## config.mk

```make
export PLATFORM = sky130hd
export DESIGN_NAME = rr_mux8_arbiter
export DESIGN_NICKNAME = d
export VERILOG_FILES = /design/src/rtl/mux_pkg.sv /design/src/rtl/mux8to1.sv /design/src/rtl/rr_pick8.sv /design/src/rtl/rr_mux8_arbiter.sv
export SDC_FILE = /design/constraint.sdc
export NUM_CORES = 1
export LEC_CHECK = 0
export CORE_MARGIN = 2
export CORE_UTILIZATION = 57
export DETAILED_ROUTE_END_ITERATION = 8
export GPL_TIMING_DRIVEN = 0
export PLACE_DENSITY = 0.86
export SLEW_MARGIN = 20
export SYNTH_ARGS = -nofsm -noshare
export SYNTH_HDL_FRONTEND = slang
export SYNTH_HIERARCHICAL = 1
export SYNTH_SLANG_ARGS = --single-unit
```

## constraint.sdc

```tcl
create_clock -name clk -period 7.55 [get_ports clk]
set_input_delay 2.265 -clock clk [delete_from_list [all_inputs] [get_ports clk]]
set_output_delay 2.265 -clock clk [all_outputs]
set_load 0.01 [all_outputs]
```

## src/rtl/mux_pkg.sv

```systemverilog
// Shared constants and state encoding for the 8-to-1 selector datapath
// and its round-robin arbiter.
package mux_pkg;

   localparam int NUM_REQ = 8;
   localparam int SEL_W   = 3;

   typedef enum logic {
      IDLE  = 1'b0,
      GRANT = 1'b1
   } state_t;

endpackage

```

## src/rtl/mux8to1.sv

```systemverilog
// Existing 8-to-1 single-bit selector, gated so that a disabled path
// always reads as 0.
module mux8to1 (
   input  logic [7:0] d,
   input  logic [2:0] s,
   input  logic       en,
   output logic       y
);

   assign y = en & d[s];

endmodule

```

## src/rtl/rr_pick8.sv

```systemverilog
// Combinational round-robin priority search.
// Finds the first set request at or after ptr, wrapping modulo 8.
module rr_pick8
   import mux_pkg::*;
(
   input  logic [NUM_REQ-1:0] req,
   input  logic [SEL_W-1:0]   ptr,
   output logic               found,
   output logic [SEL_W-1:0]   idx
);

   logic [SEL_W-1:0] cand;

   // Scan from the farthest offset down to ptr, so the nearest hit lands last.
   always_comb begin
      found = 1'b0;
      idx   = '0;
      cand  = '0;
      for (int i = NUM_REQ - 1; i >= 0; i--) begin
         cand = ptr + SEL_W'(i);
         if (req[cand]) begin
            found = 1'b1;
            idx   = cand;
         end
      end
   end

endmodule

```

## src/rtl/rr_mux8_arbiter.sv

```systemverilog
// Round-robin arbiter for eight requesters, with bounded grant bursts.
// The granted requester's data bit is routed to dout through the 8-to-1 mux.
module rr_mux8_arbiter
   import mux_pkg::*;
#(
   parameter int MAX_HOLD = 4,
   parameter int CNT_W    = 4
) (
   input  logic               clk,
   input  logic               rst_n,
   input  logic [7:0]         req,
   input  logic [7:0]         din,
   output logic [7:0]         grant,
   output logic [2:0]         sel,
   output logic               valid,
   output logic               dout,
   output logic [CNT_W-1:0]   hold_cnt
);

   state_t             state, state_nxt;
   logic [SEL_W-1:0]   ptr, ptr_nxt;
   logic [SEL_W-1:0]   sel_nxt;
   logic [CNT_W-1:0]   cnt_nxt;
   logic [NUM_REQ-1:0] grant_nxt;
   logic [SEL_W-1:0]   pick_ptr;
   logic [SEL_W-1:0]   pick_idx;
   logic               pick_found;
   logic               keep;

   // One search serves both cases: from ptr when idle, from sel+1 on release.
   assign pick_ptr = (state == GRANT) ? sel + SEL_W'(1) : ptr;
   assign keep     = req[sel] && (hold_cnt < CNT_W'(MAX_HOLD));
   assign valid    = (state == GRANT);

   rr_pick8 u_pick (
      .req   (req),
      .ptr   (pick_ptr),
      .found (pick_found),
      .idx   (pick_idx)
   );

   mux8to1 u_mux (
      .d  (din),
      .s  (sel),
      .en (valid),
      .y  (dout)
   );

   always_ff @(posedge clk or negedge rst_n) begin
      if (!rst_n) begin
         state    <= IDLE;
         ptr      <= '0;
         sel      <= '0;
         hold_cnt <= '0;
         grant    <= '0;
      end else begin
         state    <= state_nxt;
         ptr      <= ptr_nxt;
         sel      <= sel_nxt;
         hold_cnt <= cnt_nxt;
         grant    <= grant_nxt;
      end
   end

   // Release and re-grant share one edge, so valid has no bubble on handover.
   always_comb begin
      state_nxt = state;
      ptr_nxt   = ptr;
      sel_nxt   = sel;
      cnt_nxt   = hold_cnt;
      grant_nxt = grant;
      case (state)
         IDLE: begin
            if (pick_found) begin
               state_nxt = GRANT;
               sel_nxt   = pick_idx;
               cnt_nxt   = CNT_W'(1);
               grant_nxt = NUM_REQ'(1) << pick_idx;
            end
         end
         GRANT: begin
            if (keep) begin
               cnt_nxt = hold_cnt + CNT_W'(1);
            end else begin
               ptr_nxt = sel + SEL_W'(1);
               if (pick_found) begin
                  sel_nxt   = pick_idx;
                  cnt_nxt   = CNT_W'(1);
                  grant_nxt = NUM_REQ'(1) << pick_idx;
               end else begin
                  state_nxt = IDLE;
                  sel_nxt   = '0;
                  cnt_nxt   = '0;
                  grant_nxt = '0;
               end
            end
         end
         default: begin
            state_nxt = IDLE;
            sel_nxt   = '0;
            cnt_nxt   = '0;
            grant_nxt = '0;
         end
      endcase
   end

endmodule

```

# Yosys cells after proc, flatten, opt, wreduce, memory -nomap -nowiden
# Index checks and enable logic that the tools add are counted.
# totals
ff_bits	19
input_bits	18
out_inout_bits	17
elab_cells	85
# classes
addsub	9
order_cmp	10
n_eq_ne	2
shifts	1
mux	52
bitwise_logic	3
reduce_logical	3
# ops
cell	n
3-bit by 4-bit < comparator with 1-bit output, second input constant	9
3-bit 2-to-1 mux	12
1-bit binary-select mux with 3-bit select	10
8-bit 2-to-1 mux	3
1-bit 2-to-1 mux	21
8-bit one-hot mux with 2 select lines	1
3-bit adder, second input constant	4
4-bit 2-to-1 mux	2
4-bit one-hot mux with 2 select lines	1
1-bit by 3-bit left shift with 8-bit output, first input constant	1
3-bit by 1-bit adder with 3-bit output, second input constant	2
3-bit by 2-bit adder with 3-bit output, second input constant	2
3-bit one-hot mux with 2 select lines	1
4-bit by 1-bit adder with 4-bit output, second input constant	1
4-bit by 3-bit < comparator with 1-bit output, second input constant	1
2-bit != test, second input constant	2
2-bit AND reduction	2
1-bit NOT	2
1-bit one-hot mux with 2 select lines	1
1-bit AND	1
1-bit logical AND	1

# Longest topological paths before layout
# logic_depth
depth_word	17
depth_mapped	16
ltp_nobuf	13

# Modules after synthesis
# Netlist, hierarchy kept.
# by_module_without_submodules
module	n_inst	cells_each	area_per_inst_um2	seq_area_each_um2
rr_mux8_arbiter	1	77	979.7	475.5
rr_pick8	1	90	782.0	0.0
mux8to1	1	7	71.3	0.0

# Worst setup path before layout
# OpenSTA, ideal clock, no wires.
# synth_timing
path_kind	input-to-output
from	input din[5]
to	output dout
arrival_ns	2.896
required_time_ns	5.285
setup_slack_ns	2.389
path_stages	3
path_buffers	0
path_cell_list	mux4_1 nor2_1 a311oi_1
# synth_via
elab_chain_len	3
# synth_lines
item	line	text
start, declared	rr_mux8_arbiter.sv:12	input logic [7:0] din,
1-bit binary-select mux with 3-bit select	mux8to1.sv:10	assign y = en & d[s];
1-bit 2-to-1 mux (not written as such)	mux8to1.sv:10	
1-bit AND	mux8to1.sv:10	
end, declared	rr_mux8_arbiter.sv:16	output logic dout,
# No other way between the ends. The select of a mux whose other input is x is not followed.

# Final worst setup path
# Ends and elaborated chain as after synthesis.

==> metrics.csv <==
stage,metric,value,unit
setup_path,reg2reg_slack,3.11,ns
clock_network,cts-htree-levels,1,
sta,slew_viol_final,0,
placement,post-place-cells,252,
logic_synthesis,async_flop_share,100,%
setup_path,crit_fanout,1,
drt,route.detailed.drc,0,
logic_synthesis,yosysTopAreaCellShare,25.9,%
clock_network,post_cts_resized,0,
global_routing,antenna_found_initial,0,
clock_network,cts_buffers,3,
clock_network,cts_sinks,19,
sta,hold_violations,0,
setup_path,path_cells,clkdlybuf4s50_1 -> mux4_1 -> nor2_1 -> a311oi_1 -> clkdlybuf4s50_1,
drt,routedWlPerCell,17.7,microns
sta,min_period_over_period,80.2,%
logic_synthesis,ys_types,55,
clock_network,clock_latency,0.30,ns
sta,skew,0.00164,ns
run_status,status,completed,
clock_network,clockRootBuffer,clkbuf_4,
placement,hpwl,3510,microns
clock_network,cts_tree,yes,
worst_hold_path,holdPathStages,1,
clock_network,ctsHoldBuffers,0,
placement,globalplace.congestion,0.959,
global_routing,grt_max_degree,20,
logic_synthesis,synth_nets,196,
setup_path,critPathCaptureType,output port,
setup_path,reg2reg_depth,14,
logic_synthesis,ys_ff_latch,19,
floorplan,die_area,3690,sq um
logic_synthesis,synth_area_leaders,"dfrtp_1 (26%), mux4_1 (8.6%), mux4_2 (6.1%)",
setup_path,critPathLaunchType,input port,
drt,wl_met2,2300,microns
drt,routed-wl-met3,255,microns
layout,final_cells,256,
setup_path,required,5.29,ns
layout,drive_gt1_share,17.0,%
clock_network,cts_buffer_depth,2,
floorplan,coreArea,3050,sq um
global_routing,grt_first_pass_wirelength,7510,microns
global_routing,grt_pass1_vias,1576,
logic_synthesis,synthCells,174,
setup_path,r2r_start,valid$_DFF_PN0_,
setup_path,max_stage_delay,0.50,ns
global_routing,grt_usage,27.0,%
sta,setup_viol,0,
drt,viasPerCell,6.29,
floorplan,ios,35,
drt,drt-met1-wl,1920,microns
setup_path,crit_arrival,3.79,ns
drt,route.final.wire_length,4530,microns
sta,finalCriticalPeriod,6.06,ns
drt,dr.pass1.iters,6,
layout,diodes,0,
drt,ant_nets,0,
drt,drt_iter0_drc,96,
setup_path,worstSetupPathType,input port to output port,
floorplan,die_y,60.7,microns
placement,portBuffers,34,
drt,highest_layer,met4,
layout,area_delta_synth_final,23.0,%
worst_hold_path,hold_path_class,register to register,
clock_network,cts_setup_buffers,0,
drt,num_vias,1609,
clock_network,path_clk_slew,0.10,ns
sta,fmax,165,MHz
logic_synthesis,yosys.area.top_type,dfrtp_1,
floorplan,initial_core_util,60.0,%
setup_path,cp_common_cell,clkdlybuf4s50_1,
logic_synthesis,synth-edff-count,0,
sta,worst_slew_pin_slew,0.829,ns
logic_synthesis,syn_avg_cell_area,10.5,sq um
logic_synthesis,syn_area,1830,sq um
logic_synthesis,synthFlopType,dfrtp_1,
setup_path,slowest_stage,clkdlybuf4s50_1,
floorplan,core.rowCount,20,
sta,rsz0062_at_grt,no,
layout,finalNetCount,235,
setup_path,worstReg2RegEnd,grant[5]$_DFFE_PN0P_,
sta,tns,0,ns
floorplan,die_x,60.7,microns
sta,slew_headroom,44.5,%
logic_synthesis,ys_seq_area_share,25.9,%
global_routing,grt_overflow,0,
worst_hold_path,worstHoldStart,grant[5]$_DFFE_PN0P_,
logic_synthesis,ys_warn_count,6,
worst_hold_path,holdPathEnd,grant[5]$_DFFE_PN0P_,
run,cap_violations,0,
==> cells by family after synthesis <==
family          Yosys count  synth area share (%)
compound gates           49                  21.6
xor+xnor                  4                  1.91
fa+ha+maj                 4                  2.73
buf+inv                  19                  6.21
flops                    19                  25.9
mux                      33                  28.0
simple gates             46                  13.6
==> cell type report <==
type	instances	area [sq um]
clock buffer	4	26.3
inverter	9	33.8
tap	44	55.1
timing repair buffer	34	340
multi-input combinational	136	1240
buffer	10	80.1
fill	220	798
sequential	19	475
==> synth_stat cells, types with 5 or more instances <==
library cell / n
inv_1: 9
a21oi_1: 8
dfrtp_1: 19
mux4_2: 5
mux2_2: 9
nor2b_1: 6
mux2i_1: 10
nand2_1: 12
a32o_1: 8
mux4_1: 6
nor2_1: 10
==> metal layers <==
metal	GRT usage (%)	up-vias
li1	-	759
met1	37.8	782
met2	45.8	59
met3	1.92	9
met4	6.83	0
met5	0	-
==> cells in the final DEF, fill, tap and decap left out, types with 8 or more instances in the layout <==
cell / count
mux2i_1: 10
a21oi_1: 8
nand2_1: 12
clkdlybuf4s50_1: 34
a32o_1: 8
mux2_2: 9
inv_1: 9
nor2_1: 10
dfrtp_1: 19
==> state kept, by name (all words and copies together), names as in the netlist <==
signal,count
valid,1
ptr,3
hold_cnt,4
sel,3
grant,8
==> worst max path at each step <==
stage	startpoint	to	slack, ns
finish	din[5]	dout	1.49
global route	din[5]	dout	1.40
CTS	din[3]	dout	1.48
detailed placement	din[3]	dout	1.49
global placement	din[5]	dout	1.50
floorplan	din[5]	dout	2.39
==> worst max-delay path, delay by kind of cell <==
family                 cells  cell delay (ns)
buffers and inverters      2             0.89
AO/OA/AOI/OAI              1             0.05
multiplexers               1             0.48
AND/OR/NAND/NOR            1             0.10
==> metrics by stage <==
step           instance area, sq um  utilization [%]  hold WS [ns]  setup WS (ns)
6_report                       2250             73.9         0.504           1.49
5_1_grt                        2250             73.9         0.541           1.40
4_1_cts                        2250             73.9         0.509           1.48
3_5_place_dp                   2230             73.0         0.486           1.49
3_3_place_gp                   2230             73.0         0.478           1.50
2_1_floorplan                  1830                -         0.475           2.39
Power is not shown: default switching activity piles up to over one toggle a cycle in this logic, so the estimate is an artifact.
